$ cat config.mk
export PLATFORM = sky130hd
export DESIGN_NAME = dmem_arbiter
export DESIGN_NICKNAME = d
export VERILOG_FILES = /design/src/rtl/dmem_arbiter.sv
export SDC_FILE = /design/constraint.sdc
export NUM_CORES = 1
export LEC_CHECK = 0
export BUFFER_PORTS_ARGS = -buffer_cell sky130_fd_sc_hd__buf_4
export CAP_MARGIN = 20
export CORE_MARGIN = 5
export CORE_UTILIZATION = 40
export CTS_BUF_LIST = sky130_fd_sc_hd__clkbuf_2
export CTS_CLUSTER_DIAMETER = 100
export CTS_CLUSTER_SIZE = 30
export DETAILED_ROUTE_END_ITERATION = 16
export GPL_ROUTABILITY_DRIVEN = 0
export PLACE_DENSITY = 0.82
export SETUP_SLACK_MARGIN = 0.5
export SYNTH_ARGS = -nofsm -noshare
export SYNTH_HDL_FRONTEND = slang
export SYNTH_SLANG_ARGS = --single-unit
$ cat constraint.sdc
create_clock -name clk -period 1.3 [get_ports clk]
set_clock_uncertainty 0.05 [all_clocks]
set_input_delay 0.065 -clock clk [delete_from_list [all_inputs] [get_ports clk]]
set_output_delay 0.065 -clock clk [all_outputs]
set_load 0.005 [all_outputs]
$ cat src/rtl/dmem_arbiter.sv
// rtl/dmem_arbiter.sv - two-port arbiter/sequencer for the single-port data SRAM
// Grants core or debug access, registers active-low SRAM controls, and routes read data back by tag.
module dmem_arbiter #(
  parameter int AW       = 7,
  parameter int DW       = 32,
  parameter int ARB_MODE = 0
) (
  input  logic          clk,
  input  logic          rst_n,
  input  logic          core_req,
  input  logic          core_we,
  input  logic [AW-1:0] core_addr,
  input  logic [DW-1:0] core_wdata,
  output logic          core_gnt,
  output logic          core_rvalid,
  output logic [DW-1:0] core_rdata,
  input  logic          dbg_req,
  input  logic          dbg_we,
  input  logic [AW-1:0] dbg_addr,
  input  logic [DW-1:0] dbg_wdata,
  output logic          dbg_gnt,
  output logic          dbg_rvalid,
  output logic [DW-1:0] dbg_rdata,
  output logic          CEN,
  output logic          WEN,
  output logic          OEN,
  output logic [AW-1:0] A,
  output logic [DW-1:0] Data2Mem,
  input  logic [DW-1:0] ReadDataMem
);

  localparam logic PORT_CORE = 1'b0;
  localparam logic PORT_DBG  = 1'b1;
  localparam logic FIXED_PRI = (ARB_MODE != 0);

  logic          lg_q, lg_d;
  logic          cen_q, cen_d;
  logic          wen_q, wen_d;
  logic          oen_q, oen_d;
  logic [AW-1:0] a_q, a_d;
  logic [DW-1:0] d2m_q, d2m_d;
  logic          tag1_vld_q, tag1_vld_d;
  logic          tag1_port_q, tag1_port_d;
  logic          tag2_vld_q, tag2_vld_d;
  logic          tag2_port_q, tag2_port_d;

  // Core wins contention when fixed priority is selected or when debug was granted last.
  assign core_gnt = core_req & (~dbg_req | FIXED_PRI | (lg_q == PORT_DBG));
  assign dbg_gnt  = dbg_req & ~core_gnt;

  always_comb begin
    lg_d        = lg_q;
    cen_d       = 1'b1;
    wen_d       = 1'b1;
    oen_d       = 1'b1;
    a_d         = a_q;
    d2m_d       = d2m_q;
    tag1_vld_d  = 1'b0;
    tag1_port_d = PORT_CORE;
    if (core_gnt) begin
      lg_d        = PORT_CORE;
      cen_d       = 1'b0;
      wen_d       = ~core_we;
      oen_d       = core_we;
      a_d         = core_addr;
      d2m_d       = core_wdata;
      tag1_vld_d  = ~core_we;
      tag1_port_d = PORT_CORE;
    end else if (dbg_gnt) begin
      lg_d        = PORT_DBG;
      cen_d       = 1'b0;
      wen_d       = ~dbg_we;
      oen_d       = dbg_we;
      a_d         = dbg_addr;
      d2m_d       = dbg_wdata;
      tag1_vld_d  = ~dbg_we;
      tag1_port_d = PORT_DBG;
    end
    // Stage 2 lines up with the cycle the SRAM drives the read data.
    tag2_vld_d  = tag1_vld_q;
    tag2_port_d = tag1_port_q;
  end

  always_ff @(posedge clk or negedge rst_n) begin
    if (!rst_n) begin
      lg_q        <= PORT_DBG;
      cen_q       <= 1'b1;
      wen_q       <= 1'b1;
      oen_q       <= 1'b1;
      a_q         <= '0;
      d2m_q       <= '0;
      tag1_vld_q  <= 1'b0;
      tag1_port_q <= PORT_CORE;
      tag2_vld_q  <= 1'b0;
      tag2_port_q <= PORT_CORE;
    end else begin
      lg_q        <= lg_d;
      cen_q       <= cen_d;
      wen_q       <= wen_d;
      oen_q       <= oen_d;
      a_q         <= a_d;
      d2m_q       <= d2m_d;
      tag1_vld_q  <= tag1_vld_d;
      tag1_port_q <= tag1_port_d;
      tag2_vld_q  <= tag2_vld_d;
      tag2_port_q <= tag2_port_d;
    end
  end

  assign CEN         = cen_q;
  assign WEN         = wen_q;
  assign OEN         = oen_q;
  assign A           = a_q;
  assign Data2Mem    = d2m_q;
  assign core_rvalid = tag2_vld_q & (tag2_port_q == PORT_CORE);
  assign dbg_rvalid  = tag2_vld_q & (tag2_port_q == PORT_DBG);
  assign core_rdata  = ReadDataMem;
  assign dbg_rdata   = ReadDataMem;

endmodule

# == After elaboration in Yosys (flattened, before gate mapping) ==
# Cells that the tools add are included.
# word_totals
register_bits,47
latchBits,0
ram_bits,0
mem_bits_ro,0
inputBits,116
output_inout_bits,110
memories,0
# op_classes
add_sub_neg,0
mul,0
div_mod_pow,0
n_lt_le_gt_ge,0
eq_ne,0
shifts,0
n_mux,16
n_bitwise,10
n_reduce_logical,1
# op_table
op,count
32-bit two-way mux,2
7-bit two-way mux,2
1-bit two-way mux,12
1-bit inverter,5
1-bit AND,4
2-bit nonzero test,1
1-bit OR,1

# == Depth between registers and ports, before layout ==
# Gate-level depths: netlist of run 1.
# depth
depth_word,7
depth_mapped,7

# == Worst setup path after synthesis of run 1 ==
# OpenSTA, ideal clock, no wires.
# synth_timing
path_kind,register -> register
start,register lg_q
end,"register a_q[0], in the netlist A[0]"
arrival_ns,1.110
required_time_ns,1.129
setup_slack_ns,0.019
stages_incl_launch_ff,7
path_buffers,2
synth_period_minus_slack_ns,1.281
cell_sequence,dfstp_2 nand2b_1 buf_6 nand2_4 inv_2 buf_6 a21oi_2
# synth_via
elab_chain_len,5
# synth_lines
element,line,rtl
from (decl),36,"logic lg_q, lg_d;"
from (signal assigned),97,lg_q <= lg_d;
1-bit OR (*),48,assign core_gnt = core_req & (~dbg_req | FIXED_PRI | (lg_q == PORT_DBG));
1-bit AND (*),48,
1-bit inverter,49,assign dbg_gnt = dbg_req & ~core_gnt;
1-bit AND,49,
2-bit nonzero test (no source line),-,
to (signal assigned),90,a_q <= '0;
to (signal assigned),101,a_q <= a_d;
to (decl),40,"logic [AW-1:0] a_q, a_d;"
# Mark *: on every way between the ends. The rest lies on a longest branch, timed or not.
# A chain may end at the register's enable or synchronous reset.

# == Final worst setup path of run 1 ==
# layout_timing
start,register lg_q
end,"register d2m_q[0], in the netlist Data2Mem[0]"
# layout_via
elab_chain_len,5
# layout_lines
element,line,rtl
1-bit OR (*),48,
1-bit AND (*),48,
1-bit inverter,49,
1-bit AND,49,
2-bit nonzero test (no source line),-,
to (signal assigned),102,d2m_q <= d2m_d;
to (decl),41,"logic [DW-1:0] d2m_q, d2m_d;"
# Marked as above.

==> flow_summary.ini, run 1 <==
[sta]
rsz0062_at_grt = true
finalCritPeriodShare_pct = 121.8
worst_slew_margin_rel_pct = 55.61
hold_viol_final = 9
setup_viol = 46
whs_ns = -0.04818
fin_crit_ns = 1.583
fmax_ghz = 0.6317
timing.final.ws_setup_ns = -0.2831
tightest_slew_ns = 0.6659
slew_viol_final = 0

[clock_tree]
cts_root_buffer = clkbuf_2
clk_pin_slew_worst_paths_ns = 0.27
cts_buffers = 5
cts_buffer_depth = 2
cts_tree = yes
h-tree-depth = 2
cts.sinks = 47
clock_latency_ns = 0.42

[flow_run]
drv_cap = 0

[detailed_routing]
route.antenna.remaining_nets = 0
wire_per_inst_um = 17.86
vias_per_cell = 4.784
drt_iter0_markers = 54
drc = 0
finalWirelength_um = 10570
drt_pass1_iterations = 4
vias = 2832

[final_layout]
seq_area_um2 = 1181
drive_gt1_share_pct = 64.67
layout_common_cells = 101 x buf_4, 82 x dlygate4sd3_1, 53 x buf_6
final_common_cell = buf_4
multi_input_area_um2 = 1541
antenna_cells = 0
syn2layout_area_growth_pct = 66.32
fillers = 592
nNetsFinal = 599
finish.utilization_pct = 67.15

[global_route]
grt_max_degree = 48
grt_pass1_wl_um = 16130
overflow = 0
grt_antenna_before_repair = 0
grt_pass1_vias = 3180
grt.total_usage_pct = 19.66

[min_path]
hp-class = input pin to flop
hp-start = core_req
hold_end = Data2Mem[21]
whs_path_depth = 3

[logic_synthesis]
ys_types = 22
syn-mean-instance-area_um2 = 11.53
ys_ff_latch = 47
yosysWarningCount = 0
syn_nets = 417
syn_area_um2 = 3470
syn_inst = 301
seq_area_frac_synth_pct = 34.04

[power_and_ir_drop]
p_int_mw = 3.657
switching_power_mw = 1.444
seq_power_share_pct = 35.5
leakage_nw = 2.757
p_per_area_nw_per_um2 = 884.0
power_switching_share_pct = 28.31
peakVddDrop_mv = 0.4992
combPwrFrac_pct = 44.2
clkPwrFrac_pct = 20.3

[critical_path]
reg2regPathDepth = 8
worstPathMaxFanout = 8
crit_path_end_kind = flop
critical_path_required_ns = 1.63
r2r_start = lg_q
r2r_slack_ns = -0.28
worstSetupStartpointType = flop
critPathKind = flop to flop
r2r_end = Data2Mem[0]
worstPathArrival_ns = 1.91

[floorplanning]
dieArea_um2 = 10640
fp.dieW_um = 103.1
num_io_pins = 226
coreArea_um2 = 8593
start_util_pct = 40.38
rows = 34
die-height_um = 103.1

[place]
port_buffers = 129
dp.final_hpwl_um = 5870

[status]
outcome = complete, but fails checks
violations = hold timing, setup timing
[layer usage]
metal	vias up	routed length (um)	GRT usage, %
li1	1317	-	-
met1	1392	3865	20.96
met2	109	6011	38.63
met3	14	537	3.315
met4	0	159	6.375
met5	-	0	0
[cell families after synthesis]
logic type             after synthesis  synth area share [%]
buffers and inverters              126                 23.44
AOI/OAI and AO/OA                   82                 24.56
DFF                                 47                 34.04
muxes                               39                 16.77
and+or+nand+nor                      7                 1.190
[cells in the mapped netlist]
master,number,area [um^2]
o22a_1,1,8.760
dfstp_2,4,105.1
nand2_1,2,7.510
inv_2,1,3.750
nand2b_1,1,6.260
a21oi_2,38,332.8
buf_2,5,25.02
a22oi_2,1,12.51
and2_1,1,6.260
o22ai_2,38,475.5
o21ai_0,1,5.000
buf_6,11,123.9
nor2b_1,1,6.260
buf_4,67,503.0
nor2_1,1,3.750
o22ai_1,2,12.51
dfrtp_1,43,1076
a21oi_1,1,5.000
mux2_4,38,570.6
mux2_2,1,11.26
inv_1,42,157.7
nand2_4,1,11.26
[layout make-up]
| class | instances | area share, % |
|---|---|---|
| multi-input combinational | 128 | 26.71 |
| tap | 108 | 2.342 |
| clock buffer | 6 | 0.5204 |
| inverter | 43 | 2.884 |
| timing repair buffer | 258 | 46.03 |
| sequential | 47 | 20.47 |
| clock inverter | 2 | 1.041 |
[state kept, by name (all words and copies together), names as in the netlist]
register,count
tag2_port_q,1
lg_q,1
WEN,1
OEN,1
A,7
Data2Mem,32
tag1_vld_q,1
tag2_vld_q,1
CEN,1
tag1_port_q,1
[power groups by stage]
stage / logic, mW / registers, mW / clock network [mW]
finish: 2.25 / 1.81 / 1.03
global route: 2.39 / 1.83 / 1.12
CTS: 2.20 / 1.80 / 1.07
detailed placement: 1.54 / 1.80 / 0
global placement: 1.51 / 1.79 / 0
floorplan: 1.01 / 1.80 / 0
[what timing repair did]
item | 4_1_cts | 5_1_grt
hold endpoints to repair | 91 | 11
setup endpoints to repair | 90 | 90
gates cloned | 6 | 0
pin swaps | 3 | 2
gates resized for setup | 82 | 5
hold buffers | 81 | 1
setup buffers | 25 | 2
[metrics by stage]
| step | cell area [um^2] | std cells | setup TNS, ns | setup slack, ns | total power, mW |
|---|---|---|---|---|---|
| after floorplan | 3500 | 301 | 0 | 0.06899 | 2.803 |
| after global placement | 4129 | 469 | 0 | 0.01273 | 3.293 |
| after detailed placement | 4129 | 469 | -0.3318 | -0.03708 | 3.338 |
| after CTS | 5715 | 589 | -8.579 | -0.2921 | 5.069 |
| after global routing | 5771 | 592 | -11.47 | -0.3479 | 5.348 |
| final | 5771 | 592 | -8.432 | -0.2831 | 5.101 |
[worst max path at each step]
stage          startpoint           end  slack (ns)  cells past startpoint
3_5_place_dp         lg_q  Data2Mem[28]       -0.04                      4
5_1_grt              lg_q      core_gnt       -0.35                      5
6_report             lg_q   Data2Mem[0]       -0.28                      8
2_1_floorplan        lg_q  Data2Mem[10]        0.07                      6
3_3_place_gp         lg_q  Data2Mem[31]        0.01                      4
4_1_cts              lg_q      core_gnt       -0.29                      5
[worst max-delay path, stage by stage, from the launching register on]
cell and delay (ns):
dfstp_2 0.59, nand2b_4 0.13, buf_4 0.11, buf_6 0.09, buf_12 0.13, buf_12 0.11
buf_16 0.13, o22ai_2 0.08, a21oi_2 0.12
No activity file was read; power rests on OpenSTA's default activity.
==> run 2: changes to the inputs <==
--- a/config.mk
+++ b/config.mk
@@ -6,7 +6,6 @@
 export NUM_CORES = 1
 export LEC_CHECK = 0
 export BUFFER_PORTS_ARGS = -buffer_cell sky130_fd_sc_hd__buf_4
-export CAP_MARGIN = 20
 export CORE_MARGIN = 5
 export CORE_UTILIZATION = 40
 export CTS_BUF_LIST = sky130_fd_sc_hd__clkbuf_2
==> constraint.sdc (replaced) <==
create_clock -name clk -period 1.3 [get_ports clk]
set_clock_uncertainty 0.05 [all_clocks]
set_input_delay 0.13 -clock clk [delete_from_list [all_inputs] [get_ports clk]]
set_output_delay 0.13 -clock clk [all_outputs]
set_load 0.005 [all_outputs]
==> run 2 against run 1 <==
  * The run ends with setup timing left
  * Hold slack gained 0.088 ns
  * Sequential power is essentially flat
  * Largest cell class unchanged
  * Routed wire length grew 1.2%
  * Via count shrank 0.95%
  * Non-clock buffer count shrank 1
  * Sequential share of layout area shrank 0.48 points
  * Combinational power grew 8%
  * Die area is the same
==> flow_summary.ini, run 2 (synthesis gave the netlist of run 1 again) <==
[status]
outcome = complete, but fails checks
violations = setup timing

[critical_path]
crit_buf_inv = 3
critPathKind = flop to output pin
critical_path_required_ns = 1.12
cpPeakStageDelay_ns = 0.61
worstSetupStartpointType = flop
worstPathArrival_ns = 1.39
worstPathMaxFanout = 2
crit_path_end_kind = output pin
cp_slowest_cell = dfstp_2
crit_chain = buf_6, nand2_4, nand2_4, inv_2, buf_6
path_delay_family = flip-flops

[place]
placedCellCount = 467
dp_slack_ns = 0.009394
port_buffers = 129
dp.final_hpwl_um = 5845
placed_area_um2 = 4126

[power_and_ir_drop]
peakVddDrop_mv = 0.4270
leakage_nw = 2.734
p_per_area_nw_per_um2 = 818.2

[final_layout]
largest_reg_flops = 32
layout_common_cells = 95 x buf_4, 82 x dlygate4sd3_1, 59 x buf_6
fillers = 580
final_cell_area_um2 = 5908
drive_gt1_share_pct = 64.18
fin_cells = 591
seq_area_um2 = 1181
syn2layout_area_growth_pct = 70.28
multi_input_area_um2 = 1732
antenna_cells = 0
final_common_cell = buf_4
nNetsFinal = 598
finish.utilization_pct = 68.75

[global_route]
grt.total_usage_pct = 19.54
grt_pass1_wl_um = 15880
grt_antenna_before_repair = 0
grt_max_degree = 48
overflow = 0
grt_pass1_vias = 3184

[floorplanning]
start_util_pct = 40.38
fp.dieW_um = 103.1
num_io_pins = 226
dieArea_um2 = 10640
rows = 34
coreArea_um2 = 8593
die-height_um = 103.1

[sta]
rsz0062_at_grt = true
fin_crit_ns = 1.573
worst_slew_margin_rel_pct = 69.14
slew_viol_final = 0
fmax_ghz = 0.6356
finalCritPeriodShare_pct = 121.0
tightest_slew_ns = 0.4628
whs_ns = 0.04004
timing.final.ws_setup_ns = -0.2732
hold_viol_final = 0
setup_viol = 44

[detailed_routing]
drt_iter0_markers = 41
drc = 0
vias = 2805
vias_per_cell = 4.746
finalWirelength_um = 10700
drt_pass1_iterations = 4
wire_per_inst_um = 18.10
route.antenna.remaining_nets = 0

[clock_tree]
clock_latency_ns = 0.42
cts_root_buffer = clkbuf_2
h-tree-depth = 2
clk_pin_slew_worst_paths_ns = 0.25
postCtsHoldBufs = 82
cts_buffers = 5
cts_tree = yes
cts_buffer_depth = 2
cts.sinks = 47

[flow_run]
drv_cap = 0

[min_path]
hp-class = input pin to flop
run 2: cell count changes in the layout (fill, tap and decap cells not counted), moves of 6 or more:
cell / change
o22ai_2: -22
o22ai_4: +22
buf_4: -6
buf_6: +6
run 2: cell type report:
cell class	count	share of cell area [%]
Clock inverter	2	0.1271
Tap cell	108	2.287
Clock buffer	6	0.5083
Sequential cell	47	19.99
Multi-Input combinational cell	128	29.31
Timing Repair Buffer	257	44.92
Inverter	43	2.859
run 2: through the flow:
stage                     setup TNS [ns]  power (mW)
final                             -9.169       4.834
after global routing              -11.84       5.104
after CTS                         -8.789       4.582
after detailed placement               0       3.330
after global placement                 0       3.293
after floorplan                        0       2.803
run 2: worst paths after layout:
kind / from / to / slack (ns) / depth (start not counted)
min in group asynchronous: rst_n / Data2Mem[11] / 0.12 / 2
max in group asynchronous: rst_n / lg_q / 0.72 / 2
max reg2reg: lg_q / Data2Mem[27] / -0.25 / 7
min reg2reg: tag1_port_q / tag2_port_q / 0.34 / 0
max: lg_q / dbg_gnt / -0.27 / 5
min: dbg_wdata[9] / Data2Mem[9] / 0.04 / 4
run 2: metal layers:
metal,GRT usage (%),up-vias,routed length [um]
li1,-,1307,-
met5,0,-,0
met3,4.601,21,655
met2,36.46,112,5989
met1,20.86,1365,3758
met4,8.267,0,293
run 2: report_power, final:
part	internal, mW	switching (mW)
clock network	0.129	0.468
logic	1.54	0.881
registers	1.66	0.150
run 2: timing repair:
item | CTS | global route
setup endpoints to repair | 90 | 101
gates cloned | 5 | 0
endpoints found under the hold margin | 90 | 1
buffers inserted | 20 | 9
pin swaps | 3 | 3
resized for setup | 74 | 39
run 2: tightest hold or removal path: stages:
cell     delay [ns]
buf_4          0.08
mux2_4         0.14
o22ai_4        0.06
a21oi_2        0.09
